===== config.mk =====
export PLATFORM = sky130hd
export DESIGN_NAME = battle_link_flat
export DESIGN_NICKNAME = d
export VERILOG_FILES = /design/src/rtl/battle_link_if.sv /design/src/rtl/battle_link.sv /design/src/flat_wrapper.sv
export SDC_FILE = /design/constraint.sdc
export NUM_CORES = 1
export LEC_CHECK = 0
export ABC_CLOCK_PERIOD_IN_PS = 2300
export BUFFER_PORTS_ARGS = -buffer_cell sky130_fd_sc_hd__buf_2
export CAP_MARGIN = 20
export CORE_MARGIN = 5
export CORE_UTILIZATION = 57
export DETAILED_ROUTE_END_ITERATION = 10
export GPL_ROUTABILITY_DRIVEN = 0
export GPL_TIMING_DRIVEN = 0
export HOLD_SLACK_MARGIN = 0.06
export PLACE_DENSITY = 0.79
export SLEW_MARGIN = 20
export SYNTH_ARGS = -nofsm -noshare
export SYNTH_HDL_FRONTEND = slang
export SYNTH_SLANG_ARGS = --single-unit
export TNS_END_PERCENT = 10

===== constraint.sdc =====
create_clock -name clk -period 2.3 [get_ports clk]
set_input_delay 0.345 -clock clk [delete_from_list [all_inputs] [get_ports clk]]
set_output_delay 0.345 -clock clk [all_outputs]
set_load 0.02 [all_outputs]

===== src/rtl/battle_link_if.sv =====
`default_nettype none
// ============================================================================
// Module      : battle_link_if
// Description : Game-core side bundle of the battle link. It carries the
//               transmit payload handshake and the receive status and payload.
// Revision    : 1.0 - initial release
// ============================================================================
interface battle_link_if #(
    parameter int PAYLOAD_W = 14
);
    logic [PAYLOAD_W-1:0] tx_payload;
    logic                 tx_valid;
    logic                 tx_ready;
    logic [PAYLOAD_W-1:0] rx_payload;
    logic                 rx_valid;
    logic                 rx_err;
    logic [7:0]           err_cnt;
    logic                 link_up;

    // Link block side
    modport slave (
        input  tx_payload, tx_valid,
        output tx_ready, rx_payload, rx_valid, rx_err, err_cnt, link_up
    );

    // Game core side
    modport master (
        output tx_payload, tx_valid,
        input  tx_ready, rx_payload, rx_valid, rx_err, err_cnt, link_up
    );
endinterface
`default_nettype wire


===== src/rtl/battle_link.sv =====
`default_nettype none
// ============================================================================
// Module      : battle_link
// Description : Framed, lane-width-configurable board-to-board battle link.
//               TX serialises a latched payload as NBEAT data beats plus an
//               XOR check beat, with a beat strobe and start-of-frame marker.
//               RX synchronises the peer pins, deserialises, checks the XOR
//               beat and tracks link liveness.
// Revision    : 1.0 - initial release
// ============================================================================
module battle_link #(
    parameter int LANES     = 3,
    parameter int PAYLOAD_W = 14,
    parameter int BEAT      = 8,
    parameter int TIMEOUT   = 1023
) (
    input  wire logic             clk,
    input  wire logic             rst,
    battle_link_if.slave          bus,
    output logic                  link_clk_out,
    output logic                  link_sof_out,
    output logic [LANES-1:0]      link_dat_out,
    input  wire logic             link_clk_in,
    input  wire logic             link_sof_in,
    input  wire logic [LANES-1:0] link_dat_in
);

    localparam int c_NBEAT   = (PAYLOAD_W + LANES - 1) / LANES;
    localparam int c_FRAME_W = c_NBEAT * LANES;
    localparam int c_CW      = $clog2(BEAT);
    localparam int c_BW      = (c_NBEAT > 1) ? $clog2(c_NBEAT) : 1;
    localparam int c_RBW     = $clog2(c_NBEAT + 1);
    localparam int c_TW      = $clog2(TIMEOUT + 1);

    localparam logic [c_CW-1:0]  c_CYC_LAST  = c_CW'(BEAT - 1);
    localparam logic [c_CW-1:0]  c_CYC_HALF  = c_CW'(BEAT / 2);
    localparam logic [c_BW-1:0]  c_BEAT_LAST = c_BW'(c_NBEAT - 1);
    localparam logic [c_RBW-1:0] c_CHK_IDX   = c_RBW'(c_NBEAT);
    localparam logic [c_TW-1:0]  c_TO_MAX    = c_TW'(TIMEOUT);
    localparam logic [c_TW-1:0]  c_TO_HIT    = c_TW'(TIMEOUT - 1);

    // ------------------------------------------------------------------------
    // Transmit side
    // ------------------------------------------------------------------------
    typedef enum logic [1:0] {
        TX_IDLE  = 2'd0,
        TX_SEND  = 2'd1,
        TX_CHECK = 2'd2
    } tx_state_t;

    tx_state_t            r_tx_state;
    tx_state_t            w_tx_state_nxt;
    logic [c_CW-1:0]      r_tx_cyc;
    logic [c_CW-1:0]      w_tx_cyc_nxt;
    logic [c_BW-1:0]      r_tx_beat;
    logic [c_BW-1:0]      w_tx_beat_nxt;
    logic                 w_tx_accept;
    logic [PAYLOAD_W-1:0] r_tx_shadow;
    logic [c_FRAME_W-1:0] w_tx_frame;
    logic [LANES-1:0]     w_tx_sel;
    logic [LANES-1:0]     w_tx_chk;

    // Pad bits above the payload are always sent as zero.
    assign w_tx_frame = c_FRAME_W'(r_tx_shadow);

    // TX state, beat position and latched payload
    always_ff @(posedge clk) begin
        if (rst) begin
            r_tx_state  <= TX_IDLE;
            r_tx_cyc    <= '0;
            r_tx_beat   <= '0;
            r_tx_shadow <= '0;
        end else begin
            r_tx_state <= w_tx_state_nxt;
            r_tx_cyc   <= w_tx_cyc_nxt;
            r_tx_beat  <= w_tx_beat_nxt;
            if (w_tx_accept) begin
                r_tx_shadow <= bus.tx_payload;
            end
        end
    end

    // TX next state: walk NBEAT data beats, then one check beat
    always_comb begin
        w_tx_state_nxt = r_tx_state;
        w_tx_cyc_nxt   = r_tx_cyc;
        w_tx_beat_nxt  = r_tx_beat;
        w_tx_accept    = 1'b0;
        case (r_tx_state)
            TX_IDLE: begin
                if (bus.tx_valid) begin
                    w_tx_accept    = 1'b1;
                    w_tx_state_nxt = TX_SEND;
                    w_tx_cyc_nxt   = '0;
                    w_tx_beat_nxt  = '0;
                end
            end
            TX_SEND: begin
                if (r_tx_cyc == c_CYC_LAST) begin
                    w_tx_cyc_nxt = '0;
                    if (r_tx_beat == c_BEAT_LAST) begin
                        w_tx_beat_nxt  = '0;
                        w_tx_state_nxt = TX_CHECK;
                    end else begin
                        w_tx_beat_nxt = r_tx_beat + c_BW'(1);
                    end
                end else begin
                    w_tx_cyc_nxt = r_tx_cyc + c_CW'(1);
                end
            end
            TX_CHECK: begin
                if (r_tx_cyc == c_CYC_LAST) begin
                    w_tx_cyc_nxt   = '0;
                    w_tx_state_nxt = TX_IDLE;
                end else begin
                    w_tx_cyc_nxt = r_tx_cyc + c_CW'(1);
                end
            end
            default: begin
                w_tx_state_nxt = TX_IDLE;
                w_tx_cyc_nxt   = '0;
                w_tx_beat_nxt  = '0;
            end
        endcase
    end

    // Current data beat select and XOR check beat over all data beats
    always_comb begin
        w_tx_sel = '0;
        w_tx_chk = '0;
        for (int k = 0; k < c_NBEAT; k++) begin
            w_tx_chk = w_tx_chk ^ w_tx_frame[k*LANES +: LANES];
            if (r_tx_beat == c_BW'(k)) begin
                w_tx_sel = w_tx_frame[k*LANES +: LANES];
            end
        end
    end

    // Pin outputs are decoded from registered state only, so they are stable
    // for a whole beat and come up the cycle after acceptance.
    assign bus.tx_ready = (r_tx_state == TX_IDLE);
    assign link_clk_out = (r_tx_state != TX_IDLE) && (r_tx_cyc < c_CYC_HALF);
    assign link_sof_out = (r_tx_state == TX_SEND) && (r_tx_beat == '0);
    assign link_dat_out = (r_tx_state == TX_SEND)  ? w_tx_sel :
                          (r_tx_state == TX_CHECK) ? w_tx_chk : '0;

    // ------------------------------------------------------------------------
    // Receive side
    // ------------------------------------------------------------------------
    typedef enum logic {
        RX_HUNT    = 1'b0,
        RX_COLLECT = 1'b1
    } rx_state_t;

    logic [LANES+1:0]     r_sync1;
    logic [LANES+1:0]     r_sync2;
    logic                 r_clk_prev;
    logic                 w_edge_raw;
    logic                 r_edge;
    logic                 r_sof_s;
    logic [LANES-1:0]     r_dat_s;

    rx_state_t            r_rx_state;
    rx_state_t            w_rx_state_nxt;
    logic [c_RBW-1:0]     r_rx_beat;
    logic [c_RBW-1:0]     w_rx_beat_nxt;
    logic [LANES-1:0]     r_rx_xor;
    logic [LANES-1:0]     w_rx_xor_nxt;
    logic [PAYLOAD_W-1:0] r_rx_shadow;
    logic [PAYLOAD_W-1:0] w_rx_shadow_nxt;
    logic [PAYLOAD_W-1:0] r_rx_payload;
    logic [PAYLOAD_W-1:0] w_rx_payload_nxt;
    logic                 r_rx_valid;
    logic                 w_rx_valid_nxt;
    logic                 r_rx_err;
    logic                 w_rx_err_nxt;
    logic                 r_link_up;
    logic                 w_link_up_nxt;
    logic [7:0]           r_err_cnt;
    logic [c_TW-1:0]      r_to_cnt;
    logic                 w_to_hit;
    logic                 w_wr_en;
    logic [c_RBW-1:0]     w_wr_idx;

    assign w_edge_raw = r_sync2[LANES+1] & ~r_clk_prev;

    // Two-flop synchroniser on all peer pins, then registered edge detect
    // with sof and data captured alongside the edge.
    always_ff @(posedge clk) begin
        if (rst) begin
            r_sync1    <= '0;
            r_sync2    <= '0;
            r_clk_prev <= 1'b0;
            r_edge     <= 1'b0;
            r_sof_s    <= 1'b0;
            r_dat_s    <= '0;
        end else begin
            r_sync1    <= {link_clk_in, link_sof_in, link_dat_in};
            r_sync2    <= r_sync1;
            r_clk_prev <= r_sync2[LANES+1];
            r_edge     <= w_edge_raw;
            r_sof_s    <= r_sync2[LANES];
            r_dat_s    <= r_sync2[LANES-1:0];
        end
    end

    // Liveness counter: cycles since the last edge, counting the edge cycle
    // itself, so link_up drops exactly TIMEOUT cycles after that edge.
    always_ff @(posedge clk) begin
        if (rst) begin
            r_to_cnt <= '0;
        end else if (r_edge) begin
            r_to_cnt <= c_TW'(1);
        end else if (r_to_cnt != c_TO_MAX) begin
            r_to_cnt <= r_to_cnt + c_TW'(1);
        end
    end

    // An edge in the same cycle always wins over the timeout.
    assign w_to_hit = ~r_edge && (r_to_cnt == c_TO_HIT);

    // RX state, frame assembly and status registers
    always_ff @(posedge clk) begin
        if (rst) begin
            r_rx_state   <= RX_HUNT;
            r_rx_beat    <= '0;
            r_rx_xor     <= '0;
            r_rx_shadow  <= '0;
            r_rx_payload <= '0;
            r_rx_valid   <= 1'b0;
            r_rx_err     <= 1'b0;
            r_link_up    <= 1'b0;
            r_err_cnt    <= '0;
        end else begin
            r_rx_state   <= w_rx_state_nxt;
            r_rx_beat    <= w_rx_beat_nxt;
            r_rx_xor     <= w_rx_xor_nxt;
            r_rx_shadow  <= w_rx_shadow_nxt;
            r_rx_payload <= w_rx_payload_nxt;
            r_rx_valid   <= w_rx_valid_nxt;
            r_rx_err     <= w_rx_err_nxt;
            r_link_up    <= w_link_up_nxt;
            if (w_rx_err_nxt && (r_err_cnt != 8'hFF)) begin
                r_err_cnt <= r_err_cnt + 8'd1;
            end
        end
    end

    // RX next state: hunt for sof, collect data beats, verify check beat
    always_comb begin
        w_rx_state_nxt   = r_rx_state;
        w_rx_beat_nxt    = r_rx_beat;
        w_rx_xor_nxt     = r_rx_xor;
        w_rx_shadow_nxt  = r_rx_shadow;
        w_rx_payload_nxt = r_rx_payload;
        w_rx_valid_nxt   = 1'b0;
        w_rx_err_nxt     = 1'b0;
        w_link_up_nxt    = r_link_up;
        w_wr_en          = 1'b0;
        w_wr_idx         = '0;
        if (r_edge) begin
            case (r_rx_state)
                RX_HUNT: begin
                    if (r_sof_s) begin
                        w_wr_en        = 1'b1;
                        w_rx_xor_nxt   = r_dat_s;
                        w_rx_beat_nxt  = c_RBW'(1);
                        w_rx_state_nxt = RX_COLLECT;
                    end
                end
                RX_COLLECT: begin
                    if (r_sof_s) begin
                        // New frame started early: report and restart on it.
                        w_rx_err_nxt  = 1'b1;
                        w_wr_en       = 1'b1;
                        w_rx_xor_nxt  = r_dat_s;
                        w_rx_beat_nxt = c_RBW'(1);
                    end else if (r_rx_beat == c_CHK_IDX) begin
                        if (r_dat_s == r_rx_xor) begin
                            w_rx_payload_nxt = r_rx_shadow;
                            w_rx_valid_nxt   = 1'b1;
                            w_link_up_nxt    = 1'b1;
                        end else begin
                            w_rx_err_nxt = 1'b1;
                        end
                        w_rx_beat_nxt  = '0;
                        w_rx_state_nxt = RX_HUNT;
                    end else begin
                        w_wr_en       = 1'b1;
                        w_wr_idx      = r_rx_beat;
                        w_rx_xor_nxt  = r_rx_xor ^ r_dat_s;
                        w_rx_beat_nxt = r_rx_beat + c_RBW'(1);
                    end
                end
                default: begin
                    w_rx_state_nxt = RX_HUNT;
                    w_rx_beat_nxt  = '0;
                end
            endcase
        end else if (w_to_hit) begin
            w_link_up_nxt  = 1'b0;
            w_rx_beat_nxt  = '0;
            w_rx_state_nxt = RX_HUNT;
        end
        // Scatter the captured beat into its payload bit positions; pad
        // positions above the payload are simply not stored.
        for (int b = 0; b < PAYLOAD_W; b++) begin
            if (w_wr_en && (w_wr_idx == c_RBW'(b / LANES))) begin
                w_rx_shadow_nxt[b] = r_dat_s[b % LANES];
            end
        end
    end

    assign bus.rx_payload = r_rx_payload;
    assign bus.rx_valid   = r_rx_valid;
    assign bus.rx_err     = r_rx_err;
    assign bus.err_cnt    = r_err_cnt;
    assign bus.link_up    = r_link_up;

endmodule
`default_nettype wire


===== src/flat_wrapper.sv =====
// flat-port wrapper written by rule: the top's interface ports become plain ports
module battle_link_flat 
#(
    parameter int LANES     = 3,
    parameter int PAYLOAD_W = 14,
    parameter int BEAT      = 8,
    parameter int TIMEOUT   = 1023
)
  (clk, rst, link_clk_out, link_sof_out, link_dat_out, link_clk_in, link_sof_in, link_dat_in, bus_tx_payload, bus_tx_valid, bus_tx_ready, bus_rx_payload, bus_rx_valid, bus_rx_err, bus_err_cnt, bus_link_up);
  battle_link_if #(.PAYLOAD_W(PAYLOAD_W)) bus_i ();
  input  wire logic clk;
  input  wire logic rst;
  output logic link_clk_out;
  output logic link_sof_out;
  output logic [LANES-1:0] link_dat_out;
  input  wire logic link_clk_in;
  input  wire logic link_sof_in;
  input  wire logic [LANES-1:0] link_dat_in;
  input wire logic [$bits(bus_i.tx_payload)-1:0] bus_tx_payload;
  input wire logic [$bits(bus_i.tx_valid)-1:0] bus_tx_valid;
  output wire logic [$bits(bus_i.tx_ready)-1:0] bus_tx_ready;
  output wire logic [$bits(bus_i.rx_payload)-1:0] bus_rx_payload;
  output wire logic [$bits(bus_i.rx_valid)-1:0] bus_rx_valid;
  output wire logic [$bits(bus_i.rx_err)-1:0] bus_rx_err;
  output wire logic [$bits(bus_i.err_cnt)-1:0] bus_err_cnt;
  output wire logic [$bits(bus_i.link_up)-1:0] bus_link_up;
  assign bus_i.tx_payload = bus_tx_payload;
  assign bus_i.tx_valid = bus_tx_valid;
  assign bus_tx_ready = bus_i.tx_ready;
  assign bus_rx_payload = bus_i.rx_payload;
  assign bus_rx_valid = bus_i.rx_valid;
  assign bus_rx_err = bus_i.rx_err;
  assign bus_err_cnt = bus_i.err_cnt;
  assign bus_link_up = bus_i.link_up;
  battle_link #(.LANES(LANES), .PAYLOAD_W(PAYLOAD_W), .BEAT(BEAT), .TIMEOUT(TIMEOUT)) u_core (.clk(clk), .rst(rst), .bus(bus_i), .link_clk_out(link_clk_out), .link_sof_out(link_sof_out), .link_dat_out(link_dat_out), .link_clk_in(link_clk_in), .link_sof_in(link_sof_in), .link_dat_in(link_dat_in));
endmodule

# --- Word level (Yosys, flattened, before mapping) ---
# Index checks and enable logic that the tools add are counted.
word_totals:
  reg_bits: 94
  in_bits: 22
  out_inout_bits: 31
  elab_cells: 148
classes:
  add_sub_neg: 5
  order_cmp: 1
  n_eq_ne: 27
  mux: 54
  n_bitwise: 12
  reduce_logical: 24
op_table:
  columns: ["cell", "n"]
  rows:
  - ["$mux W3", 23]
  - ["$mux W1", 21]
  - ["$pmux W3 S2", 3]
  - ["$eq A3 B2 Y1 const B", 4]
  - ["$eq A3 B3 Y1 const B", 4]
  - ["$xor A3 B3 Y3", 4]
  - ["$add A10 B1 Y10 const B", 1]
  - ["$eq A10 B10 Y1 const B", 1]
  - ["$ne A10 B10 Y1 const B", 1]
  - ["$ne A2 B2 Y1 const B", 5]
  - ["$reduce_and A5 Y1", 2]
  - ["$add A3 B1 Y3 const B", 3]
  - ["$logic_and A1 B1 Y1", 9]
  - ["$pmux W3 S3", 1]
  - ["$add A8 B1 Y8 const B", 1]
  - ["$mux W2", 4]
  - ["$ne A2 B1 Y1 const B", 4]
  - ["$ne A8 B8 Y1 const B", 1]
  - ["$eq A3 B1 Y1 const B", 2]
  - ["$logic_not A3 Y1", 2]
  - ["$not A1 Y1", 6]
  - ["$pmux W2 S3", 1]
  - ["$reduce_and A3 Y1", 2]
  - ["$reduce_bool A2 Y1", 3]
  - ["other kinds (14)", 15]

# --- Depth between registers and ports, before layout ---
# Gate-level depths: netlist of the first run.
logic_depth:
  word_depth: 7
  mapped_depth: 7
  mapped_depth_nobuf: 7

# --- Worst setup path before layout of the first run ---
# Ideal clock, no wire load.
synth_path:
  path_type: "reg2reg"
  start: "register u_core.r_err_cnt[0] (netlist: u_core.bus.err_cnt[0])"
  end: "register u_core.r_err_cnt[5] (netlist: u_core.bus.err_cnt[5])"
  setup_ns: 0.121
  arrival_ns: 1.667
  required_ns: 2.179
  setup_slack_ns: 0.512
  stages_incl_launch_ff: 8
  n_path_buf: 1
  synth_period_minus_slack_ns: 1.788
  cell_sequence: "dfxtp_1 > ha_1 > nand3_1 > o311ai_1 > o21bai_1 > buf_4 > nor3_1 > mux2_2"
synth_via:
  elab_chain_len: 2
  word_cells_on_any_way: 3
  classes_between: "add/sub: 1; eq/ne: 1; reduce/logical: 1"
synth_rtl:
  columns: ["item", "line_no", "text"]
  rows:
  - ["start: declaration", "battle_link.sv:179", "logic [7:0] r_err_cnt;"]
  - ["start signal: assignment", "battle_link.sv:244", "r_err_cnt <= r_err_cnt + 8'd1;"]
  - ["parallel branches: the longest is 2 deep, another holds $add A8 B1 Y8", null, null]
# Several ways; the timed one is not identified.
# A chain may end at the register's enable or synchronous reset.

# --- Worst setup path after layout of the first run ---
layout_path:
  start: "register u_core.r_tx_beat[0]"
  end: "output port link_dat_out[1]"
layout_via:
  elab_chain_len: 7
  word_cells_on_any_way: 11
  classes_between: "eq/ne: 4; mux: 6; reduce/logical: 1"
layout_rtl:
  columns: ["item", "line_no", "text"]
  rows:
  - ["start: declaration", "battle_link.sv:55", "logic [c_BW-1:0] r_tx_beat;"]
  - ["start signal: assignment", "battle_link.sv:76", "r_tx_beat <= w_tx_beat_nxt;"]
  - ["$logic_not A3 Y1", "battle_link.sv:133", "if (r_tx_beat == c_BW'(k)) begin"]
  - ["$mux W3 (4 in a row)", "battle_link.sv:133", null]
  - ["$mux W3 *", "battle_link.sv:133", null]
  - ["$mux W3 *", "battle_link.sv:144", "assign link_dat_out = (r_tx_state == TX_SEND) ? w_tx_sel :"]
  - ["end: declaration", "flat_wrapper.sv:15", "output logic [LANES-1:0] link_dat_out;"]
# Mark *: on every way between the ends. The rest lies on a longest branch, timed or not.

==> summary.txt, run 1 <==
Slew @ Worst Pin: 0.6008 ns
Post-synthesis net count: 491
Multi-input logic area: 0.002011 mm2
Hold Path Class: input pin to register
Fin. max-slew vios: 0
Most frequent cells in the layout: 92 x dfxtp_1, 61 x nor2_1, 56 x nand2_1
Pwr/cell area: 723.5 mW/mm2
Wire per inst: 13.71 um
First-pass GRT wire length: 14000 um
Setup CP Type: register to output pin
Initial antenna violation count: 0
Crit share post-route: 0.9553
Tmin final: 2.197 ns
Critical path arrival: 1.85 ns
Die X-Extent: 94.14 um
Hold buffers post-CTS: 0
Top cells by area, synth: dfxtp_1 47%, mux2i_1 8.2%, nor2_1 5.7%
Leading cell type in the layout, fill and taps excluded: dfxtp_1
Root Driver: clkbuf_8
GRT Util Overall: 0.1976
Syn Area/Cell: 8.849 um2
EDFF count, synth: 0
Initial detailed-routing violation count: 169
Setup TNS: 0 ns
Asr flop ratio synth: 0
Worst Setup End Kind: output pin
F_max: 0.4551 GHz
Buf/Inv on CP: 1
Slowest stage delay, CP: 0.36 ns
Post-Route Skew: 0.01180 ns
Critical Path, Cell by Cell: ha_1 > ha_1 > nor2_1 > a31oi_1 > o22ai_1 > buf_2
Routed wire length: 8500 um
CP Launch Type: register
Num CTS Buffers: 9
Largest net degree at the start of global routing: 18
Slowest CP cell: dfxtp_2
# Post-CTS Setup Buffers: 0
Post-synth top area share: 0.4664
Max Fanout on Critical Path: 5
Peak VDD IR: 0.4681 mV
CTS sink count: 94
Yosys top cell by area: dfxtp_1
Io pins: 53
RSZ-0062 raised after global routing: no
MaxCap Viol Count: 0
Crit-path most repeated cell: ha_1
Skew-Pair Late Insertion Delay: 0.35 ns
Full die area: 0.008861 mm2
Antenna viol nets, final: 0
I/O Buffers: 52
Layout cells sized above 1: 0.1565
Vias: 3315
Syn. warnings: 0
Synthesized flop and latch total: 94
Vias per std cell: 5.347
Non-filler instance count after layout: 620
Number of remaining DRC errors: 0
Leakage: 0.002074 uW
Clk pin slew, worst setup/hold paths: 0.09 ns
Rows: 30
Max_slew headroom: 0.5994
Mapped Cells: 456
Die Y: 94.14 um
Unique cell type count in the Yosys netlist: 45
Starting density of the core: 0.5907
Vias in the first global route: 3158
DR pass1 iterations: 4
Final hold vios: 0
Overflow after GRT: 0
Post-synthesis sequential area ratio: 0.4664
WP data required: 1.96 ns
Final Net Count: 554
Cell Area, Synth: 0.004035 mm2
H-tree Lvls: 3
Synth Flop Type: dfxtp_1
CTS tree: yes
Core ar.: 0.006832 mm2
Layout area overhead: 14.88%
Antenna Cells: 0
# fillers: 586
Setup violators final: 0
Status: finished, final reports clean
Critical path's top delay family: adder cells
Seq. cell area: 0.001884 mm2
Util after Layout: 0.6786
Placed Cells: 604
CTS max path bufs: 2
DP HPWL: 6090 um
sequential cells by signal (all words and copies together), names as in the netlist, 2 cells and up:
| signal | flops |
|---|---|
| u_core.r_tx_beat | 3 |
| u_core.r_dat_s | 3 |
| u_core.bus.err_cnt | 8 |
| u_core.r_tx_shadow | 14 |
| u_core.r_sync1 | 5 |
| u_core.r_to_cnt | 10 |
| u_core.r_rx_shadow | 14 |
| u_core.r_tx_cyc | 3 |
| u_core.r_tx_state | 2 |
| u_core.bus.rx_payload | 14 |
| u_core.r_sync2 | 5 |
| u_core.r_rx_xor | 3 |
| u_core.r_rx_beat | 3 |
synthesized netlist by cell type, drive strengths merged (7+ instances only):
cell type  instances
inv               11
nor2b             20
a21oi             32
nand2             56
xnor2             13
o21ai             18
clkbuf            12
nor2              61
dfxtp             94
a31oi             11
nand3              8
xor2               7
ha                13
buf                9
mux2i             33
power by group:
part	internal, uW	leakage (uW)	switching [uW]
Combinational	192	0.00120	284
Clock	549	0.000105	595
Sequential	1680	0.000764	48.1
Total	2430	0.00207	928
metrics by stage:
stage / hold WS [ns] / setup slack [ns] / total power, uW / cell area (um2)
after global routing: 0.2021 / 0.005885 / 3523 / 4636
after global placement: 0.3713 / 0.4582 / 2224 / 4415
after floorplan: 0.3674 / 0.5120 / 2114 / 4035
final: 0.2009 / 0.1029 / 3354 / 4636
after detailed placement: 0.3796 / 0.4284 / 2237 / 4415
after CTS: 0.1910 / 0.02563 / 3368 / 4628
cell families after synthesis:
family                   synth area share
AO/OA/AOI/OAI                      0.1169
XOR/XNOR                          0.04341
adder cells (fa/ha/maj)           0.04031
buffers and inverters             0.03659
flip-flops                         0.4664
multiplexers                      0.08465
AND/OR/NAND/NOR                    0.2118
final timing paths:
path                            cells past startpoint  slack, ns                            endpoint                                from
worst min register to register                      1       0.39            u_core.r_edge$_SDFF_PP0_        u_core.r_clk_prev$_SDFF_PP0_
worst max register to register                      7       0.42  u_core.bus.err_cnt[5]$_SDFFE_PP0P_  u_core.bus.err_cnt[0]$_SDFFE_PP0P_
worst max-delay path                                6       0.10                     link_dat_out[1]    u_core.r_tx_beat[0]$_SDFFE_PP0P_
worst min-delay path                                2       0.20        u_core.r_sync1[4]$_SDFF_PP0_                         link_clk_in
worst reg2reg max path, cell delays in order (launching register included):
cell	delay (ns)
dfxtp_1	0.36
ha_1	0.23
nand3_1	0.15
o311ai_1	0.12
o21bai_1	0.20
buf_4	0.18
nor3_1	0.17
mux2_2	0.35
timing repair:
item | 4_1_cts | 5_1_grt
endpoints found under the hold margin | 0 | 0
endpoints found under the setup margin | 0 | 3
gates resized for setup | 0 | 4
per-layer routing:
| layer | vias to the layer above | wire length, um | share of wire | GRT usage |
|---|---|---|---|---|
| li1 | 1667 | - | - | - |
| met1 | 1567 | 3592 | 0.42 | 0.2292 |
| met2 | 70 | 4348 | 0.51 | 0.3507 |
| met3 | 11 | 432 | 0.051 | 0.03446 |
| met4 | 0 | 127 | 0.015 | 0.09146 |
| met5 | - | 0 | 0 | 0 |
area by class of cell:
class	count	share of cell area
clock buffers	10	0.02969
plain buffers	21	0.02294
clock inverters	6	0.01619
multi-input cells	330	0.4337
repair buffers	52	0.05614
inverters	11	0.008907
flip-flops and latches	94	0.4065
well taps	96	0.02591
Note: power is estimated with default switching activity, not from simulation.
==> inputs of run 2 (changes only) <==
- ABC_AREA: default -> 1
==> summary.txt, run 2 <==
Status: finished, final reports clean
Final Net Count: 650
Unique cell type count in the Yosys netlist: 32
Final hold vios: 0
Synth Area in Compound Gates: 0.1468
Slowest CP cell: dfxtp_1
CP Launch Type: register
Post-synthesis adder-cell area fraction: 0.03942
Core ar.: 0.007137 mm2
Vias in the first global route: 3297
CTS max path bufs: 2
GRT Util Overall: 0.2003
Total Power: 3878 uW
Initial antenna violation count: 0
Slowest stage delay, CP: 0.34 ns
Syn Area/Cell: 7.462 um2
MaxCap Viol Count: 0
Hold path cells: 3
Max_slew headroom: 0.6496
Post-synthesis net count: 588
Full die area: 0.009041 mm2
Num CTS Buffers: 9
Synth top cells by count: 99 x nor2_1, 94 x dfxtp_1, 72 x inv_1, 72 x nand2_1, 61 x o21ai_0
EDFF count, synth: 0
Skew-Pair Late Insertion Delay: 0.35 ns
Max Fanout on Critical Path: 4
Initial detailed-routing violation count: 155
Buf/Inv on CP: 3
Synth Flop Type: dfxtp_1
Met2 Wirelength: 4016 um
# Post-CTS Setup Buffers: 0
Post-Synth XOR/XNOR Area: 0.03820
Overflow after GRT: 0
Critical path's top delay family: simple AND/OR/NAND/NOR gates
Crit share post-route: 0.9283
Most frequent cells in the layout: 97 x nor2_1, 94 x dfxtp_1, 72 x nand2_1
WHS Endpoint: u_core.r_sync1[3]$_SDFF_PP0_
Hold_sp: link_sof_in
Clk pin slew, worst setup/hold paths: 0.09 ns
Setup CP Type: register to output pin
Routed wire length: 8563 um
Reg2Reg Launch Point: u_core.r_tx_state[0]$_SDFFE_PP0P_
Starting density of the core: 0.5782
Hold Path Class: input pin to register
# fillers: 655
Die X-Extent: 95.09 um
RSZ-0062 raised after global routing: no
Die Y: 95.09 um
First-pass GRT wire length: 14370 um
Cell Area, Synth: 0.004126 mm2
Leading cell type in the layout, fill and taps excluded: nor2_1
Asr flop ratio synth: 0
Slew @ Worst Pin: 0.5257 ns
CP startpoint: u_core.r_tx_beat[0]$_SDFFE_PP0P_
Post-synth top area share: 0.4560
Yosys top cell by area: dfxtp_1
Layout area overhead: 13.92%
Setup violators final: 0
DR pass1 iterations: 4
Critical Path, Cell by Cell: inv_2 > ha_2 > inv_1 > nor2_2 > nand3_1 > nand3_1 > o21ai_0 > mux2i_1 > nand2_1 > nand2_1 > buf_4
H-tree Lvls: 3
Routed met1 length: 4069 um
Synthesized flop and latch total: 94
Post-synthesis sequential area ratio: 0.4560
Util after Layout: 0.6587
Hold buffers post-CTS: 0
Layout cells sized above 1: 0.1419
Post-Route Skew: 0.008228 ns
Root Driver: clkbuf_8
Number of remaining DRC errors: 0
Antenna Cells: 0
Wire per inst: 11.91 um
Setup TNS: 0 ns
Mapped Cells: 553
WL met3: 308 um
Vias: 3613
Tmin final: 2.135 ns
Reg2reg path depth: 10
Leakage: 0.002131 uW
CTS tree: yes
Peak VDD IR: 0.3970 mV
Worst Setup End Kind: output pin
Worst r2r dst: u_core.r_tx_state[0]$_SDFFE_PP0P_
CTS sink count: 94
F_max: 0.4684 GHz
Mux cell area share after synthesis: 0.002426
Syn. warnings: 0
Critical path arrival: 1.79 ns
Io pins: 53
FF-to-FF setup slack: 0.52 ns
Antenna viol nets, final: 0
Vias per std cell: 5.025
Largest net degree at the start of global routing: 16
Rows: 31
Top cells by area, synth: dfxtp_1 46%, nor2_1 9.0%, o21ai_0 7.4%
Simple-gate area share of the yosys netlist: 0.2289
Fin. max-slew vios: 0
I/O Buffers: 51
WP data required: 1.96 ns
DP HPWL: 6353 um
Top-count cell post-synth: nor2_1
Pwr/cell area: 825.1 mW/mm2
Top layer in use: met4
Largest family of logic cells by synthesized area: simple AND/OR/NAND/NOR gates
run 2: changes by cell type after synthesis, sizes merged, moves of 6 or more:
| cell | before | now |
|---|---|---|
| a21oi | 32 | 45 |
| a31oi | 11 | 3 |
| buf | 9 | 3 |
| inv | 11 | 75 |
| mux2i | 33 | 1 |
| nand2 | 56 | 74 |
| nand3 | 8 | 26 |
| nand4 | 5 | 11 |
| nor2 | 61 | 101 |
| nor2b | 20 | 0 |
| o21ai | 18 | 67 |
run 2: worst max path at each step:
stage,endpoint,slack [ns],cells after the start
after CTS,link_dat_out[2],0.06,11
after global placement,link_dat_out[2],0.50,11
after detailed placement,link_dat_out[2],0.45,11
after global routing,link_dat_out[2],0.008,11
final,link_dat_out[2],0.16,11
after floorplan,u_core.bus.err_cnt[0]$_SDFFE_PP0P_,0.68,8
run 2: kinds of logic (layout without fill, tap and decap cells):
family / Yosys count / after routing
mux: 1 / 1
flops: 94 / 94
xor+xnor: 18 / 18
compound gates: 118 / 118
simple gates: 219 / 219
fa+ha+maj: 13 / 13
buf+inv: 90 / 157
run 2: tightest hold or removal path: cells and delay by family:
| family | cells | cell delay (ns) |
|---|---|---|
| buffers and inverters | 2 | 0.10 |
| AND/OR/NAND/NOR | 1 | 0.06 |
run 2: layer usage:
metal	track usage	up-vias
met1	0.2592	1617
met2	0.3259	79
met3	0.03946	15
met5	0	-
met4	0.08413	0
li1	-	1902
run 2: layout make-up:
cell class / count / area [um2] / share of cell area
repair buffers: 51 / 257.7 / 0.05483
clock inverters: 4 / 30.03 / 0.006388
multi-input cells: 369 / 1888 / 0.4016
inverters: 76 / 285.3 / 0.06069
plain buffers: 14 / 78.83 / 0.01677
well taps: 99 / 123.9 / 0.02635
flip-flops and latches: 94 / 1882 / 0.4003
clock buffers: 12 / 155.1 / 0.03301
run 2: power breakdown:
| group | total, uW | internal [uW] | switching [uW] |
|---|---|---|---|
| clock network | 1010 | 457 | 554 |
| registers | 1880 | 1760 | 121 |
| logic | 984 | 378 | 605 |
run 2: metrics by stage:
step / worst slack, ns / hold WS (ns) / instance area (um2) / std cells
5_1_grt: 0.008143 / 0.1889 / 4701 / 719
6_report: 0.1649 / 0.1868 / 4701 / 719
2_1_floorplan: 0.6774 / 0.3728 / 4126 / 553
4_1_cts: 0.06147 / 0.1780 / 4691 / 719
3_5_place_dp: 0.4537 / 0.3824 / 4506 / 703
3_3_place_gp: 0.5017 / 0.3779 / 4506 / 703
run 2: repair_timing:
action | CTS | global route
setup endpoints to repair | 0 | 3
resized for setup | 0 | 7
hold endpoints to repair | 0 | 0
